===== src/rtl/seg7_scan_ctrl.sv =====
// seg7_scan_ctrl
// Time-multiplexed scan controller for N common-anode 7-segment digits.
// One digit is selected per refresh slot; each slot starts with a short
// all-anodes-off blanking window to prevent ghosting, followed by the drive
// window. Displayed data is frame-buffered: a load only reaches the display
// at a frame boundary, which avoids torn updates. A load_ack pulse marks the
// moment a pending value becomes visible. Optional leading-zero suppression
// keeps high-order zero digits dark.

module seg7_scan_ctrl #(
   parameter int N_DIGITS     = 4,
   parameter int REFRESH_DIV  = 100000,
   parameter int BLANK_CYCLES = 1000
) (
   input  logic                          clk,
   input  logic                          reset,
   input  logic                          enable,
   input  logic                          load,
   input  logic [4*N_DIGITS-1:0]         value,
   input  logic [N_DIGITS-1:0]           dp_in,
   input  logic                          lz_en,
   output logic [3:0]                    hex_out,
   output logic [N_DIGITS-1:0]           anodes,
   output logic                          dp_out,
   output logic [$clog2(N_DIGITS)-1:0]   digit_idx,
   output logic                          load_ack
);

   localparam int IDX_W = $clog2(N_DIGITS);
   localparam int CNT_W = $clog2(REFRESH_DIV);

   localparam logic [1:0] ST_OFF   = 2'd0;
   localparam logic [1:0] ST_BLANK = 2'd1;
   localparam logic [1:0] ST_DRIVE = 2'd2;

   localparam logic [CNT_W-1:0] CNT_ZERO      = {CNT_W{1'b0}};
   localparam logic [CNT_W-1:0] CNT_ONE       = CNT_W'(1);
   localparam logic [CNT_W-1:0] CNT_BLANK_END = CNT_W'(BLANK_CYCLES - 1);
   localparam logic [CNT_W-1:0] CNT_SLOT_END  = CNT_W'(REFRESH_DIV - 1);
   localparam logic [IDX_W-1:0] IDX_ZERO      = {IDX_W{1'b0}};
   localparam logic [IDX_W-1:0] IDX_ONE       = IDX_W'(1);
   localparam logic [IDX_W-1:0] IDX_LAST      = IDX_W'(N_DIGITS - 1);

   logic [1:0]              state_r;
   logic [CNT_W-1:0]        cnt_r;
   logic [IDX_W-1:0]        digit_idx_r;
   logic [4*N_DIGITS-1:0]   disp_r;
   logic [N_DIGITS-1:0]     disp_dp_r;
   logic [4*N_DIGITS-1:0]   pend_r;
   logic [N_DIGITS-1:0]     pend_dp_r;
   logic                    pend_valid_r;
   logic                    load_ack_r;

   logic [1:0]              state_nx_s;
   logic [CNT_W-1:0]        cnt_nx_s;
   logic [IDX_W-1:0]        idx_nx_s;
   logic                    frame_end_s;
   logic                    commit_s;
   logic [N_DIGITS-1:0]     supp_s;
   logic                    drive_on_s;

   // Slot sequencing: next state, slot counter and digit pointer.
   always_comb begin
      state_nx_s  = state_r;
      cnt_nx_s    = cnt_r;
      idx_nx_s    = digit_idx_r;
      frame_end_s = 1'b0;
      if (!enable) begin
         state_nx_s = ST_OFF;
         cnt_nx_s   = CNT_ZERO;
      end else begin
         case (state_r)
            ST_OFF: begin
               // Resume on the same digit, starting a fresh blanking window.
               state_nx_s = ST_BLANK;
               cnt_nx_s   = CNT_ZERO;
            end
            ST_BLANK: begin
               cnt_nx_s = cnt_r + CNT_ONE;
               if (cnt_r == CNT_BLANK_END) begin
                  state_nx_s = ST_DRIVE;
               end else begin
                  state_nx_s = ST_BLANK;
               end
            end
            ST_DRIVE: begin
               if (cnt_r == CNT_SLOT_END) begin
                  state_nx_s = ST_BLANK;
                  cnt_nx_s   = CNT_ZERO;
                  if (digit_idx_r == IDX_LAST) begin
                     idx_nx_s    = IDX_ZERO;
                     frame_end_s = 1'b1;
                  end else begin
                     idx_nx_s    = digit_idx_r + IDX_ONE;
                  end
               end else begin
                  cnt_nx_s = cnt_r + CNT_ONE;
               end
            end
            default: begin
               state_nx_s = ST_OFF;
               cnt_nx_s   = CNT_ZERO;
            end
         endcase
      end
   end

   // A new value may become visible only at the end of a full frame or while dark.
   assign commit_s = (state_r == ST_OFF) || frame_end_s;

   // Scan state registers.
   always_ff @(posedge clk or posedge reset) begin
      if (reset) begin
         state_r     <= ST_OFF;
         cnt_r       <= CNT_ZERO;
         digit_idx_r <= IDX_ZERO;
      end else begin
         state_r     <= state_nx_s;
         cnt_r       <= cnt_nx_s;
         digit_idx_r <= idx_nx_s;
      end
   end

   // Pending/display buffers; a load in a commit cycle stays pending for the next boundary.
   always_ff @(posedge clk or posedge reset) begin
      if (reset) begin
         disp_r       <= {(4*N_DIGITS){1'b0}};
         disp_dp_r    <= {N_DIGITS{1'b0}};
         pend_r       <= {(4*N_DIGITS){1'b0}};
         pend_dp_r    <= {N_DIGITS{1'b0}};
         pend_valid_r <= 1'b0;
         load_ack_r   <= 1'b0;
      end else begin
         if (commit_s && pend_valid_r) begin
            disp_r       <= pend_r;
            disp_dp_r    <= pend_dp_r;
            pend_valid_r <= 1'b0;
            load_ack_r   <= 1'b1;
         end else begin
            load_ack_r   <= 1'b0;
         end
         if (load) begin
            pend_r       <= value;
            pend_dp_r    <= dp_in;
            pend_valid_r <= 1'b1;
         end
      end
   end

   // Leading-zero suppression: walk down from the top digit while nibbles are zero.
   always_comb begin
      logic zero_run;
      zero_run = 1'b1;
      supp_s   = {N_DIGITS{1'b0}};
      for (int i = N_DIGITS - 1; i >= 0; i--) begin
         zero_run = zero_run && (disp_r[4*i +: 4] == 4'h0);
         if ((i > 0) && lz_en && zero_run && !disp_dp_r[i]) begin
            supp_s[i] = 1'b1;
         end else begin
            supp_s[i] = 1'b0;
         end
      end
   end

   assign drive_on_s = (state_r == ST_DRIVE) && !supp_s[digit_idx_r];

   // Digit drive: the selected anode and its decimal point are lit only while driving.
   always_comb begin
      hex_out = disp_r[{digit_idx_r, 2'b00} +: 4];
      anodes  = {N_DIGITS{1'b1}};
      dp_out  = 1'b1;
      if (drive_on_s) begin
         anodes[digit_idx_r] = 1'b0;
         dp_out              = ~disp_dp_r[digit_idx_r];
      end else begin
         anodes = {N_DIGITS{1'b1}};
         dp_out = 1'b1;
      end
   end

   assign digit_idx = digit_idx_r;
   assign load_ack  = load_ack_r;

endmodule


===== config.mk =====
export PLATFORM = sky130hd
export DESIGN_NAME = seg7_scan_ctrl
export DESIGN_NICKNAME = d
export VERILOG_FILES = /design/src/rtl/seg7_scan_ctrl.sv
export SDC_FILE = /design/constraint.sdc
export NUM_CORES = 1
export LEC_CHECK = 0
export BUFFER_PORTS_ARGS = -buffer_cell sky130_fd_sc_hd__buf_2
export CORE_MARGIN = 8
export CORE_UTILIZATION = 62
export DETAILED_ROUTE_END_ITERATION = 16
export PLACE_DENSITY = 0.91
export SLEW_MARGIN = 20
export SYNTH_ARGS = -nofsm -noshare
export SYNTH_HDL_FRONTEND = slang
export SYNTH_SLANG_ARGS = --single-unit

===== constraint.sdc =====
create_clock -name clk -period 4 [get_ports clk]
set_clock_uncertainty 0.1 [all_clocks]
set_input_delay 0.2 -clock clk [delete_from_list [all_inputs] [get_ports clk]]
set_output_delay 0.2 -clock clk [all_outputs]
set_load 0.01 [all_outputs]

**Word level (Yosys, flattened, before mapping)**

Cells that the tools add are included.

- Memories kept: 0
- Output and inout port bits: 12
- Bits in registers: 63
- Word-level logic and storage cells: 70
- Latch bits: 0
- Bits in read-only memories: 0
- Input port bits: 25
- RAM bits: 0

- Bitwise gates (word level): 2
- Multiply operators: 0
- Add/sub/neg operators: 2
- Shift-type cells: 1
- Div/mod/pow operators: 0
- $lt $le $gt $ge: 2
- Equality and inequality tests: 6
- Reduce and logical (&&, ||, !) cells: 22
- Multiplexer cells: 26

Operator list:

| kind | count |
|---|---|
| $mux 17 | 2 |
| $pmux 17 s2 | 1 |
| $add 17x1->17 const B | 1 |
| $eq 17x10->1 const B | 1 |
| $eq 17x17->1 const B | 1 |
| $shiftx 16x5->4 | 1 |
| $mux 1 | 14 |
| $logic_not 4->1 | 3 |
| $logic_and 1x1->1 | 11 |
| $mux 2 | 4 |
| $pmux 2 s3 | 1 |
| $bmux 1 s2 | 2 |
| $eq 2x2->1 const B | 2 |
| $logic_not 1->1 | 4 |
| $mux 4 | 1 |
| $not 4->4 | 1 |
| $lt 2x3->1 const B | 1 |
| $ne 3x3->1 const B | 1 |
| $reduce_and 3->1 | 1 |
| $add 2x1->2 const B | 1 |
| $demux 1 s2 | 1 |
| $eq 2x1->1 const B | 1 |
| $ge 2x1->1 const B | 1 |
| $logic_not 2->1 | 1 |
| other kinds (3) | 3 |

**Depth between registers and ports, before layout**

- Depth in word-level cells: 11
- Depth in mapped cells: 7
- Depth with buffers taken out: 5

**Worst setup path after synthesis**

No wires, ideal clock.

- Kind: flip-flop to flip-flop
- From: register cnt_r[13]
- To: register disp_dp_r[3]
- Stages on the path, launching flop included: 6
- Path slack: 1864 ps
- Arrival: 1911 ps
- Path buffers: 1
- Period minus slack after synthesis: 2136 ps
- Cell sequence: dfrtp_1 or4_4 nor4_4 a22o_4 buf_6 mux2_2

- Word-level cells in the longest chain between the ends: 6

Ends and longest elaborated chain:

| what | line | text |
|---|---|---|
| from (decl) | 45 | `logic [CNT_W-1:0] cnt_r;` |
| from (signal assigned) | 119 | `cnt_r <= cnt_nx_s;` |
| $eq 17x17->1 | 87 | `if (cnt_r == CNT_SLOT_END) begin` |
| $mux 1 | 87 |  |
| $mux 1 | 72 | `case (state_r)` |
| $mux 1 | 68 | `if (!enable) begin` |
| $logic_or 1x1->1 | 109 | `assign commit_s = (state_r == ST_OFF) \|\| frame_end_s;` |
| $logic_and 1x1->1 | 134 | `if (commit_s && pend_valid_r) begin` |
| to (signal assigned) | 128 | `disp_dp_r <= {N_DIGITS{1'b0}};` |
| to (signal assigned) | 136 | `disp_dp_r <= pend_dp_r;` |
| to (decl) | 48 | `logic [N_DIGITS-1:0] disp_dp_r;` |

No other way between the ends.
A chain may end at the register's enable or synchronous reset.

**Final worst setup path**

- From: register digit_idx_r[1] (netlist: digit_idx[1])
- To: output port anodes[1]

- Word-level cells in the longest chain between the ends: 6

Ends and longest elaborated chain:

| what | line | text |
|---|---|---|
| from (decl) | 46 | `logic [IDX_W-1:0] digit_idx_r;` |
| from (signal assigned) | 120 | `digit_idx_r <= idx_nx_s;` |
| $lt 2x3->1 (implied by the code) or $ge 2x1->1 (tied branches) | 173 | `anodes[digit_idx_r] = 1'b0;` |
| $logic_and 1x1->1 (implied by the code) | 173 |  |
| $mux 1 (implied by the code) | 173 |  |
| $demux 1 s2 | 173 |  |
| $not 4->4 (no line) | n/a |  |
| $mux 4 * | 172 | `if (drive_on_s) begin` |
| to (decl) | 23 | `output logic [N_DIGITS-1:0] anodes,` |

Mark *: on every way between the ends. The rest lies on a longest branch, timed or not. The select of a mux whose other input is x is not followed.

==> results.cfg <==
[status]
outcome = finished, final reports clean

[worst_setup_path]
slowest_delay_ns = 0.67
crit_type = reg2out
cp.arrival_ns = 2.10
cp-end-kind = output pin
rr_worst_depth = 4
cp-start-kind = flip-flop
cp_num_buf_inv = 1
rrSetupSlack_ns = 1.63
crit_required_ns = 3.70
cp.depth = 5
critical-path-top-delay-family = flip-flops
cp_cell_sequence = nor3b_1 > a21oi_1 > o41a_1 > nand2_1 > buf_2
slowest_stage = dfrtp_1
worstPathMaxFanout = 14

[clocking]
hold_buffers = 18
clkLatencyLatePin_ns = 0.34
clockRootBuffer = clkbuf_8
cts_max_path_buffers = 2
path_clk_slew_ns = 0.07
cts_htree_levels = 3
post_cts_buffers = 0
cts_made_buffers = 9
cts_resized = 0
cts_tree = done
cts.sinks = 63

[layout]
area_growth_pct = 20.49
fillers = 271
final_area_mm2 = 0.003656
drive_gt1_frac = 0.3378
multi_input_area_mm2 = 0.001351
layout.nets = 328
seq_area_mm2 = 0.001577
diodes = 0

[drt]
drc = 0
viasPerCell = 5.784
drt_iter0_drc = 123
vias = 2117
ant_nets = 0
drt_wl_total_mm = 6.530
firstDrtPassIters = 5
avgRoutedWirePerCell_um = 17.84

[timing]
worst_pin_slew_ns = 0.6420
finalHoldViolCount = 0
setup_tns_ns = 0
fin_crit_sh = 0.5996
setup_viol = 0
final_max_slew_viol_count = 0
rsz0062_at_grt = false
relSlewSlack = 0.5720
fmax_mhz = 416.9
layout_setup_ws_ns = 1.601
min_period_ns = 2.399

[synthesis]
yosys.area_share.xor_xnor = 0.03175
synth_area_mm2 = 0.003034
synth.distinct_cells = 41
yosys-top-cells-area = dfrtp_1 52%, mux2_2 13%, ha_1 3.7%, mux4_2 3.7%, mux2_1 2.2%
synth_fa_ha_area_frac = 0.03711
synth-edff-count = 0
yosysTopAreaCellShare = 0.5196
synth_top_family_by_area = multiplexers
synth_compound_area_frac = 0.05320
synth_flop_cell = dfrtp_1
synth_seq_cells = 63
avgSynthCellArea_um2 = 12.97
ys_top_cells_by_count = 63 x dfrtp_1, 36 x mux2_2, 16 x nor2_1, 14 x nand2_1
yosys.area_share.simple = 0.1303
synth_mux_area_frac = 0.1930
syn_inst = 234
syn-num-nets = 268
postSynth.asyncResetShare = 1.000
yosys_warnings = 0
yosysTopAreaCell = dfrtp_1
yosysMostFrequentCell = dfrtp_1
seq_area_frac_synth = 0.5196

[worst_hold_path]
hp-class = in2reg
min_path_cells = 2

[place]
dpl.hpwl_mm = 4.234
portBuffers = 36
dpl_cell_area_mm2 = 0.003233
routabilityCongestion = 0.8535
dp_slack_ns = 1.661

[floorplan]
io_pins = 37
coreArea_mm2 = 0.004723
num_rows = 25
die_w_um = 85.96
initial_core_util = 0.6424
die_area_mm2 = 0.007388
fp.dieH_um = 85.96

[pwr]
ir_drop_v = 0.0002957
leakagePower_nw = 1.522
p_per_area_mw_per_mm2 = 418.6

[global_routing]
grt_max_degree = 52
grt_pass1_wl_mm = 10.77
track_usage = 0.1898
grt_overflow = 0
antenna_found_initial = 0
grt_pass1_vias = 2211

[run]
maxCapViolCount = 0
==> layout make-up <==
class | instances | share of cell area
sequential | 63 | 0.4312
timing repair buffer | 58 | 0.1088
clock buffer | 10 | 0.03491
clock inverter | 6 | 0.02327
inverter | 9 | 0.009240
multi-input combinational | 153 | 0.3696
tap | 67 | 0.02293
==> metal layers <==
| layer | track usage | wire [um] | up-vias |
|---|---|---|---|
| li1 | - | - | 966 |
| met1 | 0.2202 | 2690 | 1068 |
| met2 | 0.3170 | 3355 | 67 |
| met3 | 0.06972 | 345 | 16 |
| met4 | 0.06051 | 138 | 0 |
| met5 | 0 | 0 | - |
==> cell families after synthesis <==
group	after synthesis
AND/OR/NAND/NOR	66
XOR/XNOR	11
flip-flops	63
multiplexers	47
buffers and inverters	18
AO/OA/AOI/OAI	20
adder cells (fa/ha/maj)	9
==> registers in the layout (all words and copies together) (netlist names) <==
signal	count
cnt_r	17
digit_idx	2
disp_dp_r	4
disp_r	16
load_ack	1
pend_dp_r	4
pend_r	16
pend_valid_r	1
state_r	2
==> worst paths after layout <==
| kind | start | endpoint |
|---|---|---|
| worst max-delay path | digit_idx[1]$_DFFE_PP0P_ | anodes[1] |
| worst min-delay path | enable | state_r[1]$_DFFE_PP0P_ |
| worst max register to register | cnt_r[13]$_DFF_PP0_ | cnt_r[5]$_DFF_PP0_ |
| worst min register to register | cnt_r[0]$_DFF_PP0_ | cnt_r[0]$_DFF_PP0_ |
| max in group asynchronous | reset | disp_r[8]$_DFFE_PP0P_ |
| min in group asynchronous | reset | pend_r[14]$_DFFE_PP0P_ |
==> cells in the final DEF, fill, tap and decap left out, types with 4 or more instances in the layout <==
cell type,Yosys,final
nor2_1,16,16
clkbuf_8,0,9
mux2_1,6,6
xnor2_1,5,5
nor4_1,4,4
dlygate4sd3_1,0,21
mux2_2,36,36
a21oi_1,7,7
dfrtp_1,63,63
mux4_2,5,5
inv_1,9,8
xor2_1,6,6
nand4_1,4,4
nand2_1,14,14
nand3_1,5,5
ha_1,9,9
buf_2,0,36
==> power by group <==
part | switching [mW] | internal (mW) | leakage (nW)
Sequential | 0.0521 | 0.705 | 0.783
Combinational | 0.0719 | 0.104 | 0.636
Clock | 0.249 | 0.349 | 0.102
==> through the flow <==
stage               hold slack, ns  total power, mW  instances  utilization
floorplan                   0.2221           0.8674        234            -
global placement           0.04879           0.9092        329       0.6845
detailed placement         0.05197           0.9254        329       0.6845
CTS                       0.005204            1.530        363       0.7677
global route               0.04940            1.591        366       0.7740
finish                     0.04296            1.530        366       0.7740
Power figures use the tool's default switching activity.
